===== src/rtl/ring_slot_arbiter_pkg.sv =====
`default_nettype none
// +----------------------------------------------------------------------+
// | Package : ring_arb_pkg                                               |
// | Purpose : Shared types, defaults and helpers for the token-ring      |
// |           slot arbiter and the ring-counter datapath.                |
// | Contents: arb_state_t - arbiter FSM states (SCAN, OWN, REL)          |
// |           rotl1       - one-hot rotate-left by one within a width    |
// |           c_default_n, c_default_max_hold - default sizing           |
// | Revision: 1.0 - initial release                                      |
// +----------------------------------------------------------------------+
package ring_arb_pkg;

  localparam int c_default_n        = 8;
  localparam int c_default_max_hold = 16;

  // Widest ring the rotate helper supports.
  localparam int c_rot_max_w = 64;

  typedef enum logic [1:0] {
    SCAN = 2'd0,
    OWN  = 2'd1,
    REL  = 2'd2
  } arb_state_t;

  // Rotate the low w bits of v left by one, bit w-1 wrapping into bit 0.
  // Bits at and above w are always returned as zero. Requires w >= 2.
  function automatic logic [c_rot_max_w-1:0] rotl1(
    input logic [c_rot_max_w-1:0] v,
    input int                     w
  );
    logic [c_rot_max_w-1:0] one;
    logic [c_rot_max_w-1:0] ones;
    logic [c_rot_max_w-1:0] r;
    one    = '0;
    one[0] = 1'b1;
    ones   = '1;
    r      = v << 1;
    r[0]   = |(v & (one << (w - 1)));
    r      = r & ~(ones << w);
    return r;
  endfunction

endpackage
`default_nettype wire


===== src/rtl/ring_slot_arbiter_if.sv =====
`default_nettype none
// +----------------------------------------------------------------------+
// | Interface: ring_slot_arbiter_if                                      |
// | Purpose  : Request/grant bundle between requesting engines and the   |
// |            ring slot arbiter.                                        |
// | Signals  : req[N], done[N]            - from requesters              |
// |            grant[N], ring[N], busy,   - from arbiter                 |
// |            timeout                                                   |
// | Modports : master - requester side, slave - arbiter side             |
// | Revision : 1.0 - initial release                                     |
// +----------------------------------------------------------------------+
interface ring_slot_arbiter_if
  import ring_arb_pkg::*;
#(
  parameter int N = c_default_n
);

  logic [N-1:0] req;
  logic [N-1:0] done;
  logic [N-1:0] grant;
  logic [N-1:0] ring;
  logic         busy;
  logic         timeout;

  modport master (
    output req,
    output done,
    input  grant,
    input  ring,
    input  busy,
    input  timeout
  );

  modport slave (
    input  req,
    input  done,
    output grant,
    output ring,
    output busy,
    output timeout
  );

endinterface
`default_nettype wire


===== src/rtl/ring_slot_arbiter_ring_ptr.sv =====
`default_nettype none
// +----------------------------------------------------------------------+
// | Module  : ring_ptr                                                   |
// | Purpose : One-hot rotating pointer register. Resets to bit 0 and     |
// |           rotates left by one on every enabled clock.                |
// | Ports   : clk    in  1  - rising-edge clock                          |
// |           rst_n  in  1  - asynchronous active-low reset              |
// |           i_en   in  1  - advance the pointer this cycle             |
// |           o_ring out N  - one-hot pointer value                      |
// | Revision: 1.0 - initial release                                      |
// +----------------------------------------------------------------------+
module ring_ptr
  import ring_arb_pkg::*;
#(
  parameter int N = c_default_n
) (
  input  wire          clk,
  input  wire          rst_n,
  input  wire          i_en,
  output logic [N-1:0] o_ring
);

  logic [N-1:0]           r_ring;
  logic [c_rot_max_w-1:0] w_wide;
  logic [c_rot_max_w-1:0] w_rot;

  always_comb begin
    w_wide         = '0;
    w_wide[N-1:0]  = r_ring;
  end

  assign w_rot = rotl1(w_wide, N);

  always_ff @(posedge clk or negedge rst_n) begin
    if (!rst_n) begin
      r_ring <= {{(N-1){1'b0}}, 1'b1};
    end else if (i_en) begin
      r_ring <= w_rot[N-1:0];
    end
  end

  // The helper masks everything above the ring width; nothing may leak out.
  if (N < c_rot_max_w) begin : g_spill_chk
    always_comb begin
      assert (w_rot[c_rot_max_w-1:N] == '0);
    end
  end

  assign o_ring = r_ring;

endmodule
`default_nettype wire


===== src/rtl/ring_slot_arbiter.sv =====
`default_nettype none
// +----------------------------------------------------------------------+
// | Module  : ring_slot_arbiter                                          |
// | Purpose : Token-ring scheduler sharing one datapath slot among N     |
// |           requesters. The token rotates while unowned, parks on a    |
// |           requesting position and grants it until done, request      |
// |           drop or hold-budget exhaustion.                            |
// | Ports   : clock in  1 - rising-edge clock                            |
// |           reset in  1 - asynchronous active-low reset                |
// |           bus   slave - req/done in, grant/ring/busy/timeout out     |
// | Revision: 1.0 - initial release                                      |
// +----------------------------------------------------------------------+
module ring_slot_arbiter
  import ring_arb_pkg::*;
#(
  parameter int N        = c_default_n,
  parameter int MAX_HOLD = c_default_max_hold
) (
  input  wire                 clock,
  input  wire                 reset,
  ring_slot_arbiter_if.slave  bus
);

  localparam int                  c_hold_w    = $clog2(MAX_HOLD + 1);
  localparam logic [c_hold_w-1:0] c_hold_last = c_hold_w'(MAX_HOLD - 1);

  arb_state_t          r_state;
  arb_state_t          w_state_nxt;
  logic [N-1:0]        r_grant;
  logic [N-1:0]        w_grant_nxt;
  logic                r_busy;
  logic                w_busy_nxt;
  logic                r_timeout;
  logic                w_timeout_nxt;
  logic [c_hold_w-1:0] r_hold_cnt;
  logic [c_hold_w-1:0] w_hold_nxt;
  logic                w_ring_en;
  logic [N-1:0]        w_ring;

  logic w_hit;
  logic w_done_hit;
  logic w_req_drop;
  logic w_budget;
  logic w_release;

  ring_ptr #(
    .N (N)
  ) u_ring_ptr (
    .clk    (clock),
    .rst_n  (reset),
    .i_en   (w_ring_en),
    .o_ring (w_ring)
  );

  // Masking with the owner's grant makes non-owner done/req bits invisible.
  assign w_hit      = |(bus.req & w_ring);
  assign w_done_hit = |(bus.done & r_grant);
  assign w_req_drop = ~|(bus.req & r_grant);
  assign w_budget   = (r_hold_cnt == c_hold_last);
  assign w_release  = w_done_hit | w_req_drop | w_budget;

  always_comb begin
    w_state_nxt   = r_state;
    w_grant_nxt   = r_grant;
    w_busy_nxt    = r_busy;
    w_timeout_nxt = 1'b0;
    w_hold_nxt    = r_hold_cnt;
    w_ring_en     = 1'b0;
    case (r_state)
      SCAN: begin
        if (w_hit) begin
          w_state_nxt = OWN;
          w_grant_nxt = w_ring;
          w_busy_nxt  = 1'b1;
          w_hold_nxt  = '0;
        end else begin
          w_ring_en = 1'b1;
        end
      end
      OWN: begin
        if (w_release) begin
          w_state_nxt   = REL;
          w_grant_nxt   = '0;
          w_busy_nxt    = 1'b0;
          w_hold_nxt    = '0;
          // A done or request drop landing on the last budget cycle is a
          // normal release, so only a pure budget expiry flags timeout.
          w_timeout_nxt = w_budget & ~w_done_hit & ~w_req_drop;
        end else begin
          w_hold_nxt = r_hold_cnt + 1'b1;
        end
      end
      REL: begin
        // Step past the releasing owner so every other position is scanned
        // before it can be granted again.
        w_ring_en   = 1'b1;
        w_state_nxt = SCAN;
      end
      default: begin
        w_state_nxt = SCAN;
        w_grant_nxt = '0;
        w_busy_nxt  = 1'b0;
        w_hold_nxt  = '0;
      end
    endcase
  end

  always_ff @(posedge clock or negedge reset) begin
    if (!reset) begin
      r_state    <= SCAN;
      r_grant    <= '0;
      r_busy     <= 1'b0;
      r_timeout  <= 1'b0;
      r_hold_cnt <= '0;
    end else begin
      r_state    <= w_state_nxt;
      r_grant    <= w_grant_nxt;
      r_busy     <= w_busy_nxt;
      r_timeout  <= w_timeout_nxt;
      r_hold_cnt <= w_hold_nxt;
    end
  end

  assign bus.grant   = r_grant;
  assign bus.ring    = w_ring;
  assign bus.busy    = r_busy;
  assign bus.timeout = r_timeout;

endmodule
`default_nettype wire

===== src/flat_wrapper.sv =====
// flat-port wrapper written by rule: the top's interface ports become plain ports
module ring_slot_arbiter_flat import ring_arb_pkg::*;
#(
  parameter int N        = c_default_n,
  parameter int MAX_HOLD = c_default_max_hold
)
  (clock, reset, bus_req, bus_done, bus_grant, bus_ring, bus_busy, bus_timeout);
  ring_slot_arbiter_if #(.N(N)) bus_i ();
  input  wire clock;
  input  wire reset;
  input wire logic [$bits(bus_i.req)-1:0] bus_req;
  input wire logic [$bits(bus_i.done)-1:0] bus_done;
  output wire logic [$bits(bus_i.grant)-1:0] bus_grant;
  output wire logic [$bits(bus_i.ring)-1:0] bus_ring;
  output wire logic [$bits(bus_i.busy)-1:0] bus_busy;
  output wire logic [$bits(bus_i.timeout)-1:0] bus_timeout;
  assign bus_i.req = bus_req;
  assign bus_i.done = bus_done;
  assign bus_grant = bus_i.grant;
  assign bus_ring = bus_i.ring;
  assign bus_busy = bus_i.busy;
  assign bus_timeout = bus_i.timeout;
  ring_slot_arbiter #(.N(N), .MAX_HOLD(MAX_HOLD)) u_core (.clock(clock), .reset(reset), .bus(bus_i));
endmodule

===== config.mk =====
export PLATFORM = sky130hd
export DESIGN_NAME = ring_slot_arbiter_flat
export DESIGN_NICKNAME = d
export VERILOG_FILES = /design/src/rtl/ring_slot_arbiter_pkg.sv /design/src/rtl/ring_slot_arbiter_if.sv /design/src/rtl/ring_slot_arbiter_ring_ptr.sv /design/src/rtl/ring_slot_arbiter.sv /design/src/flat_wrapper.sv
export SDC_FILE = /design/constraint.sdc
export NUM_CORES = 1
export LEC_CHECK = 0
export ABC_AREA = 1
export CAP_MARGIN = 15
export CORE_ASPECT_RATIO = 1.1
export CORE_MARGIN = 4
export CORE_UTILIZATION = 30
export CTS_BUF_LIST = sky130_fd_sc_hd__clkbuf_8 sky130_fd_sc_hd__clkbuf_16
export DETAILED_ROUTE_END_ITERATION = 10
export PLACE_DENSITY_LB_ADDON = 0.2
export SYNTH_ARGS = -nofsm -noshare
export SYNTH_HDL_FRONTEND = slang
export SYNTH_SLANG_ARGS = --single-unit

===== constraint.sdc =====
create_clock -name clock -period 1.7 [get_ports clock]
set_clock_uncertainty 0.2 [all_clocks]
set_input_delay 0.34 -clock clock [delete_from_list [all_inputs] [get_ports clock]]
set_output_delay 0.34 -clock clock [all_outputs]
set_load 0.005 [all_outputs]

== After elaboration in Yosys (flattened, before gate mapping) ==
Cells that the tools add are included.

* Bits of input ports: 18
* Output and inout port bits: 18
* Register bits after elaboration: 25
* Word-level logic and storage cells: 45

* Reduce and logical (&&, ||, !) cells: 8
* Add/subtract/negate cells: 1
* Bitwise operators: 9
* Multiplexer cells: 16
* Equal/unequal tests: 5

{| class="wikitable"
|+ Operators with widths
! cell !! count
|-
| bitwise AND 8 bit || 3
|-
| case mux 8 bit (3 select lines) || 1
|-
| OR reduction 8 bit || 3
|-
| 2-to-1 mux 8 bit || 2
|-
| case mux 5 bit (3 select lines) || 1
|-
| 2-to-1 mux 5 bit || 2
|-
| adder 5 x 1 -> 5 bit (second input constant) || 1
|-
| equality test 5 x 4 -> 1 bit (second input constant) || 1
|-
| 2-to-1 mux 1 bit || 5
|-
| 2-to-1 mux 2 bit || 2
|-
| != test 2 x 1 -> 1 bit (second input constant) || 2
|-
| case mux 2 bit (2 select lines) || 1
|-
| AND reduction 2 bit || 2
|-
| case mux 1 bit (3 select lines) || 1
|-
| AND reduction 3 bit || 1
|-
| bitwise AND 1 bit || 2
|-
| equality test 2 x 1 -> 1 bit (second input constant) || 1
|-
| equality test 2 bit (second input constant) || 1
|-
| logical NOT 2 bit || 1
|-
| inverter 1 bit || 2
|-
| bitwise OR 1 bit || 2
|-
| case mux 1 bit (2 select lines) || 1
|-
| logical NOT 1 bit || 1
|}

== Depth between registers and ports, before layout ==
Gate-level depths: netlist of run 1.

* Depth after elaboration: 7
* Depth in mapped cells: 9
* Gate-level depth less buffers: 9

== Modules after synthesis ==
Synthesis of run 1 repeated with hierarchy kept, for this count alone.

* Cells, all modules: 177
* Area, all modules: 1,342.5 µm²

{| class="wikitable"
|+ Modules (own cells, without submodules)
! module !! instances !! area each (µm²) !! cells each
|-
| ring_slot_arbiter || 1 || 1,036.0 || 143
|-
| ring_ptr || 1 || 306.5 || 34
|}

== Worst setup path before layout of run 1 ==
Ideal clock, no wire load.

* Path type: flip-flop to flip-flop
* From: register u_core.r_hold_cnt[0]
* To: register u_core.r_busy (netlist: u_core.bus.busy)
* Arrival time: 1.486 ns
* Setup time: 0.067 ns
* Period minus slack after synthesis: 1.753 ns
* Slack: -0.053 ns
* Stages on the path, launching flop included: 9
* Cell sequence: dfrtp_1 ha_1 and3_1 ha_1 nor2_1 nand3_1 nand2_2 nand2_1 nand2_1

* Longest elaborated chain between the ends: 4

{| class="wikitable"
|+ RTL lines
! element !! line !! RTL
|-
| from (decl) || ring_slot_arbiter.sv:35 || <nowiki>logic [c_hold_w-1:0] r_hold_cnt;</nowiki>
|-
| from (signal assigned) || ring_slot_arbiter.sv:120 || <nowiki>r_hold_cnt <= w_hold_nxt;</nowiki>
|-
| equality test 5 x 4 -> 1 bit || ring_slot_arbiter.sv:59 || <nowiki>assign w_budget = (r_hold_cnt == c_hold_last);</nowiki>
|-
| bitwise OR 1 bit || ring_slot_arbiter.sv:60 || <nowiki>assign w_release = w_done_hit | w_req_drop | w_budget;</nowiki>
|-
| != test 2 x 1 -> 1 bit (no source line) || n/a ||
|-
| AND reduction 3 bit (no source line) || n/a ||
|-
| to (signal assigned) || ring_slot_arbiter.sv:118 || <nowiki>r_busy <= w_busy_nxt;</nowiki>
|-
| to (decl) || ring_slot_arbiter.sv:31 || <nowiki>logic r_busy;</nowiki>
|}

No other way between the ends.
A chain may end at the register's enable or synchronous reset.

== Worst setup path after layout of run 1 ==
* From: register u_core.r_hold_cnt[1]
* To: register u_core.r_grant[1] (netlist: u_core.bus.grant[1])

* Longest elaborated chain between the ends: 4

{| class="wikitable"
|+ RTL lines
! element !! line !! RTL
|-
| equality test 5 x 4 -> 1 bit || ring_slot_arbiter.sv:59 ||
|-
| bitwise OR 1 bit || ring_slot_arbiter.sv:60 ||
|-
| != test 2 x 1 -> 1 bit (no source line) || n/a ||
|-
| AND reduction 3 bit (no source line) || n/a ||
|-
| to (signal assigned) || ring_slot_arbiter.sv:117 || <nowiki>r_grant <= w_grant_nxt;</nowiki>
|-
| to (decl) || ring_slot_arbiter.sv:29 || <nowiki>logic [N-1:0] r_grant;</nowiki>
|}

No other way between the ends.

==> results of run 1 <==
power by group through the flow:
stage | Clock [W] | Combinational [W] | Sequential [W]
final | 0.000349 | 0.00206 | 0.000845
after global routing | 0.000390 | 0.00228 | 0.000867
after CTS | 0.000364 | 0.00196 | 0.000846
after detailed placement | 0 | 0.00149 | 0.000933
after global placement | 0 | 0.00149 | 0.000938
after floorplan | 0 | 0.000882 | 0.000904
sequential cells by signal (all words and copies together) (netlist names):
signal                    flops
u_core.bus.grant              8
u_core.r_state                2
u_core.bus.busy               1
u_core.u_ring_ptr.o_ring      8
u_core.r_hold_cnt             5
u_core.bus.timeout            1
worst register-to-register path: stages, from the launching register on:
cell	delay, ps
dfrtp_1	400
ha_2	200
and3_4	190
ha_4	170
nor2_4	130
nand3_4	140
nand2_4	130
nand2_1	50
nand2_1	50
cells by family (layout without fill, tap and decap cells):
group                    after synthesis  after routing  share of synthesized area
AND/OR/NAND/NOR                      114            115                      0.373
flip-flops                            25             25                      0.493
buffers and inverters                 17             89                     0.0590
AO/OA/AOI/OAI                          7              7                     0.0423
adder cells (fa/ha/maj)                2              2                     0.0197
XOR/XNOR                               2              2                     0.0138
Yosys cell counts (all sizes together):
master and n:
a21oi 1, and3 1, buf 2, dfrtp 24, dfstp 1, ha 2, inv 15, nand2 85
nand3 6, nand4 10, nor2 11, nor3 1, o21ai 6, xor2 2
what timing repair did:
action                                  4_1_cts  5_1_grt
pin swaps                                     4       11
gates cloned                                  2        0
buffers inserted                             18        4
endpoints found under the setup margin       28       36
resized for setup                            17       23
how the worst min path moves through the flow:
| stage | from | slack, ps | to | cells after the start |
|---|---|---|---|---|
| after floorplan | reset | -160 | u_core.bus.busy$_DFFE_PN0P_ | 0 |
| after global placement | u_core.bus.busy$_DFFE_PN0P_ | 270 | u_core.bus.busy$_DFFE_PN0P_ | 2 |
| after detailed placement | u_core.bus.busy$_DFFE_PN0P_ | 270 | u_core.bus.busy$_DFFE_PN0P_ | 2 |
| after CTS | reset | 100 | u_core.u_ring_ptr.o_ring[3]$_DFFE_PN0P_ | 1 |
| after global routing | reset | 110 | u_core.u_ring_ptr.o_ring[3]$_DFFE_PN0P_ | 1 |
| final | reset | 100 | u_core.u_ring_ptr.o_ring[3]$_DFFE_PN0P_ | 1 |
through the flow:
step / TNS, ps / instances / hold slack, ps
2_1_floorplan: 0 / 167 / -156
3_3_place_gp: -5420 / 264 / 269
3_5_place_dp: -5620 / 264 / 265
4_1_cts: -64.2 / 288 / 105
5_1_grt: -983 / 292 / 111
6_report: -77.8 / 292 / 100
metal layers:
| layer | vias up | GRT usage |
|---|---|---|
| li1 | 677 | - |
| met1 | 594 | 0.202 |
| met2 | 25 | 0.206 |
| met3 | 5 | 0.0237 |
| met4 | 0 | 0.0460 |
| met5 | - | 0 |
final cells by class:
class,count,area [µm²],share of cell area
clock buffers,3,41.3,0.0196
clock inverters,1,3.75,0.00178
inverters,15,58.8,0.0279
multi-input cells,126,669,0.318
flip-flops and latches,25,627,0.298
well taps,52,65.1,0.0309
repair buffers,69,633,0.301
repair inverters,1,7.51,0.00357
==> qor.yml, run 1 <==
switching_share: 0.435
die_w_um: 70.1
grt_max_degree: 14
io_buffers: 35
path_delay_family: "simple AND/OR/NAND/NOR gates"
syn_nets: 187
rsz0062_at_grt: "yes"
synth_top_area_frac: 0.472
drive_gt1_frac: 0.258
most-common-layout-cells: "nand2_1 (78), buf_4 (31), dfrtp_1 (24), clkdlybuf4s50_1 (20), inv_1 (14)"
setup_viol: 6
ir_worst_vdd_mv: 0.756
hp-class: "primary input to async pin"
final_common_cell: "nand2_1"
switchingPower_w: 0.00142
timing.final.ws_setup_ps: -19.0
arrival_ps: 1730
crit_end: "u_core.bus.grant[1]$_DFFE_PN0P_"
p_clk_frac: 0.107
cts_buffers: 3
drv_slew: 0
diodes: 0
syn2layout_area_growth_pct: 65.5
synth-seq-area-share: 0.493
synthDistinctLibCells: 20
cts-root-buf: "clkbuf_8"
syn_inst: 167
routed-wl-met2_mm: 1.65
antenna_found_initial: 0
cts_buffer_depth: 2
rr_startpoint: "u_core.r_hold_cnt[1]$_DFFE_PN0P_"
min_period_over_period: 1.01
p_comb_frac: 0.634
coreArea_um2: 4020
max_cap_violations: 0
p_int_w: 0.00184
crit_top_cell: "nand2_1"
dp_hpwl_mm: 2.47
cts_max_level: 1
die_y_um: 76.3
critPathMaxFanout: 6
final_nets: 261
start_kind: "register"
overflow: 0
synth.avg_cell_area_um2: 7.62
status: "finished with violations"
ys_ff_latch: 25
violations: "setup timing"
route.detailed.drc: 0
worstSetupPathType: "register to register"
io_pins: 36
wl_mm: 3.60
drt-met1-wl_mm: 1.77
timing.rr.end: "u_core.bus.grant[1]$_DFFE_PN0P_"
yosysTopAreaCell: "dfrtp_1"
holdBufCountCts: 0
path_buf_inv: 0
r2r_cells: 8
clock.fmax_ghz: 0.582
seqPwrFrac: 0.259
track_usage: 0.138
wire_per_inst_um: 12.3
ff2ff_setup_slack_ps: -20
cp_cell_sequence: "ha_2, and3_4, ha_4, nor2_4, nand3_4, nand2_4, nand2_1, nand2_1"
highest_layer: "met4"
dr.pass1.iters: 4
p_leak_nw: 1.27
yosysWarnings: 0
syn_area_um2: 1270
required_ps: 1710
viasPerCell: 4.46
fp.dieArea_um2: 5350
end_kind: "register"
final_area_um2: 2110
p_per_area_nw_per_um2: 1550
cts.sinks: 25
synthTopCellsByArea: "dfrtp_1 (47%), nand2_1 (25%), nand4_1 (4.9%), inv_1 (3.8%), nor2_1 (2.9%)"
wl_met3_um: 126
postLayoutCoreUtil: 0.523
critical_path_depth: 8
critPathLaunch: "u_core.r_hold_cnt[1]$_DFFE_PN0P_"
rows: 24
tritoncts: "built"
dr_total_vias: 1301
slew_headroom: 0.816
ant_nets: 0
cp_slowest_cell: "dfrtp_1"
grt_pass1_vias: 1245
drt_iter0_drc: 68
grt_pass1_wl_mm: 5.93
p_total_w: 0.00326
clk_pin_slew_ps: 80
slowest_delay_ps: 400
tightestPinTransition_ps: 276
period_needed_ps: 1720
place_ws_ps: -300
fillers: 397
post_dp_cell_area_um2: 1770
start_util: 0.316
clock_latency_ps: 270
finalHoldViolations: 0
place.gp.congestion: 0.740
Note: power is estimated with default switching activity, not from simulation.
==> inputs of run 2 (changes only) <==
Settings changed: SYNTH_HIERARCHICAL set to 1.
==> qor.yml, run 2 <==
synth-seq-area-share: 0.467  # -0.0257
overflow: 0  # unchanged
syn2layout_area_growth_pct: 63.9
critPathMaxFanout: 7  # +1
holdBufCountCts: 0  # unchanged
grt_max_degree: 26  # +12
dr_total_vias: 1356  # +4.2%
slowest_delay_ps: 400  # about the same
synthTopCellsByArea: "dfrtp_1 (45%), nand2_1 (28%), nand3b_1 (4.5%), inv_1 (2.5%), nor2_1 (2.5%)"
min_period_over_period: 1.04  # +0.0257
yosysWarnings: 6  # +6
syn_nets: 197  # +5.3%
path_delay_family: "simple AND/OR/NAND/NOR gates"
synth-compound-area-share: 0.0196  # -0.0227
finalHoldViolations: 0  # unchanged
timing.final.ws_setup_ps: -62.8  # -43.8 ps
p_int_w: 0.000802  # -56%
clk_pin_slew_ps: 90  # about the same
rr_startpoint: "u_core/r_hold_cnt[1]$_DFFE_PN0P_"
ant_nets: 0  # unchanged
diodes: 0  # unchanged
period_needed_ps: 1760  # +43.8 ps
seqPwrFrac: 0.584  # +0.325
drt_iter0_drc: 41  # -40%
finalSetupTns_ps: -383  # -306 ps
ys_ff_latch: 25  # unchanged
hold_slack_ps: 223  # +123 ps
io_pins: 36  # unchanged
cts_buffers: 3  # unchanged
cts.sinks: 25  # unchanged
p_clk_frac: 0.338  # +0.231
coreArea_um2: 4320  # +7.3%
clock_latency_ps: 260  # about the same
ff2ff_setup_slack_ps: -60  # -40 ps
tritoncts: "built"
yosysTopAreaCell: "dfrtp_1"
io_buffers: 35  # unchanged
rows: 25  # +4.2%
setup_viol: 12  # +6
p_leak_nw: 1.24  # -2.8%
wl_mm: 3.99  # +11%
timing.rr.end: "u_core/bus.grant[0]$_DFFE_PN0P_"
synthMuxAreaShare: 0  # unchanged
violations: "setup timing"
synthXorXnorAreaFrac: 0.0130  # -0.000718
grt_pass1_wl_mm: 6.55  # +10%
p_comb_frac: 0.079  # -0.555
synthDistinctLibCells: 21  # +5.0%
status: "finished with violations"
cts_buffer_depth: 2  # unchanged
synth_top_family_by_area: "simple AND/OR/NAND/NOR gates"
track_usage: 0.148  # +0.00979
synth-main-ff-cell: "dfrtp_1"
path_buf_inv: 1  # +1
fp.dieArea_um2: 5610  # +4.9%
most-common-layout-cells: "nand2_1 (96), buf_4 (30), dfrtp_1 (23), clkdlybuf4s50_1 (19), dlymetal6s2s_1 (11)"
ir_worst_vdd_mv: 0.285  # -62%
arrival_ps: 1720  # about the same
start_kind: "register"
worstSetupPathType: "register to register"
tightestPinTransition_ps: 221  # -54.5 ps
synth.avg_cell_area_um2: 7.58  # -0.45%
dp_hpwl_mm: 2.76  # +12%
synthSimpleGateAreaFrac: 0.434  # +0.0616
max_cap_violations: 0  # unchanged
hp-class: "primary input to async pin"
r2r_cells: 8  # unchanged
yosysMostFrequentCell: "nand2_1"
cts_max_level: 1  # unchanged
synth_common_cells: "nand2_1 (100), dfrtp_1 (24), inv_1 (9), nor2_1 (9), nand3b_1 (8)"
end_kind: "register"
switchingPower_w: 0.000216  # -85%
cp_cell_sequence: "ha_2, and3_4, ha_4, nor2_4, buf_6, nand3_4, nand3b_1, nand2_1"
rsz0062_at_grt: "yes"
syn_area_um2: 1340  # +5.5%
start_util: 0.311  # -0.00522
synth_fa_ha_area_frac: 0.0186  # -0.00103
cts-root-buf: "clkbuf_8"
drv_slew: 0  # unchanged
clock.fmax_ghz: 0.567  # -2.5%
postLayoutCoreUtil: 0.510  # -0.0135
required_ps: 1660  # -50 ps
slew_headroom: 0.851  # +0.0355
drive_gt1_frac: 0.258  # -0.000397
die_w_um: 71.8  # +2.4%
synth_top_area_frac: 0.447  # -0.0246
synth_edf_count: 0  # unchanged
route.detailed.drc: 0  # unchanged
antenna_found_initial: 0  # unchanged
syn_inst: 177  # +6.0%
switching_share: 0.212  # -0.223
async_flop_share: 1.00  # unchanged
p_per_area_nw_per_um2: 463  # -70%
final_nets: 273  # +4.6%
place.gp.congestion: 0.736  # -0.51%
dr.pass1.iters: 4  # unchanged
cp_slowest_cell: "dfrtp_1"
grt_pass1_vias: 1338  # +7.5%
wire_per_inst_um: 13.0  # +5.8%
viasPerCell: 4.43  # -0.54%
final_common_cell: "nand2_1"
die_y_um: 78.2  # +2.4%
==> run 2: worst max-delay path by stage <==
| stage | endpoint | cells past startpoint | from |
|---|---|---|---|
| 6_report | u_core/bus.grant[0]$_DFFE_PN0P_ | 8 | u_core/r_hold_cnt[1]$_DFFE_PN0P_ |
| 3_3_place_gp | u_core/bus.grant[1]$_DFFE_PN0P_ | 9 | bus_req[7] |
| 2_1_floorplan | u_core/u_ring_ptr/o_ring[7]$_DFFE_PN0P_ | 9 | u_core/u_ring_ptr/o_ring[0]$_DFFE_PN1P_ |
| 4_1_cts | u_core/bus.grant[0]$_DFFE_PN0P_ | 7 | u_core/r_hold_cnt[0]$_DFFE_PN0P_ |
| 5_1_grt | u_core/bus.grant[0]$_DFFE_PN0P_ | 8 | u_core/r_hold_cnt[1]$_DFFE_PN0P_ |
| 3_5_place_dp | u_core/r_hold_cnt[4]$_DFFE_PN0P_ | 9 | bus_req[1] |
==> run 2: final cells by class <==
cell class / count / area [µm²]
clock buffer: 3 / 41.3
clock inverter: 1 / 3.75
fill: 440 / 2120
inverter: 12 / 45.0
multi-input combinational: 140 / 731
sequential: 25 / 628
tap: 54 / 67.6
timing repair buffer: 71 / 684
==> run 2: cell families (layout without fill, tap and decap cells) <==
family                     count (synthesis)  after routing
AOI/OAI and AO/OA                          3              3
xor gates and xnor gates                   2              2
adders and majority gates                  2              2
buffers and inverters                     14             87
DFF                                       25             25
and+or+nand+nor                          131            133
==> run 2: power groups by stage <==
stage	sequential (W)	clock, W	combinational (W)
final	0.000594	0.000344	0.0000801
after global routing	0.000594	0.000385	0.0000887
after CTS	0.000594	0.000359	0.0000818
after detailed placement	0.000606	0	0.0000814
after global placement	0.000606	0	0.0000811
after floorplan	0.000606	0	0.0000165
==> run 2: stage by stage <==
step	total power (W)	cell area, µm²	instances	worst slack [ps]
detailed placement	0.000687	1890	278	-236
finish	0.00102	2200	306	-62.8
CTS	0.00104	2090	301	-80.3
global route	0.00107	2200	306	-151
floorplan	0.000623	1370	177	12.3
global placement	0.000687	1890	278	-220
==> run 2: metal layers <==
metal  part of all wire  track usage
met1               0.45        0.192
met2               0.52        0.259
met3              0.029       0.0205
met4             0.0068       0.0338
met5                  0            0
==> run 2: worst reg2reg max path, delay by kind of cell (launching register included) <==
| family | cells | cell delay [ps] |
|---|---|---|
| and+or+nand+nor | 5 | 580 |
| buffers and inverters | 1 | 130 |
| adders and majority gates | 2 | 360 |
| DFF | 1 | 400 |
==> run 2: repair_timing <==
item | CTS | global route
gates cloned | 2 | 0
setup endpoints to repair | 27 | 35
setup buffers | 17 | 5
gates resized for setup | 9 | 25
pin swaps | 8 | 13
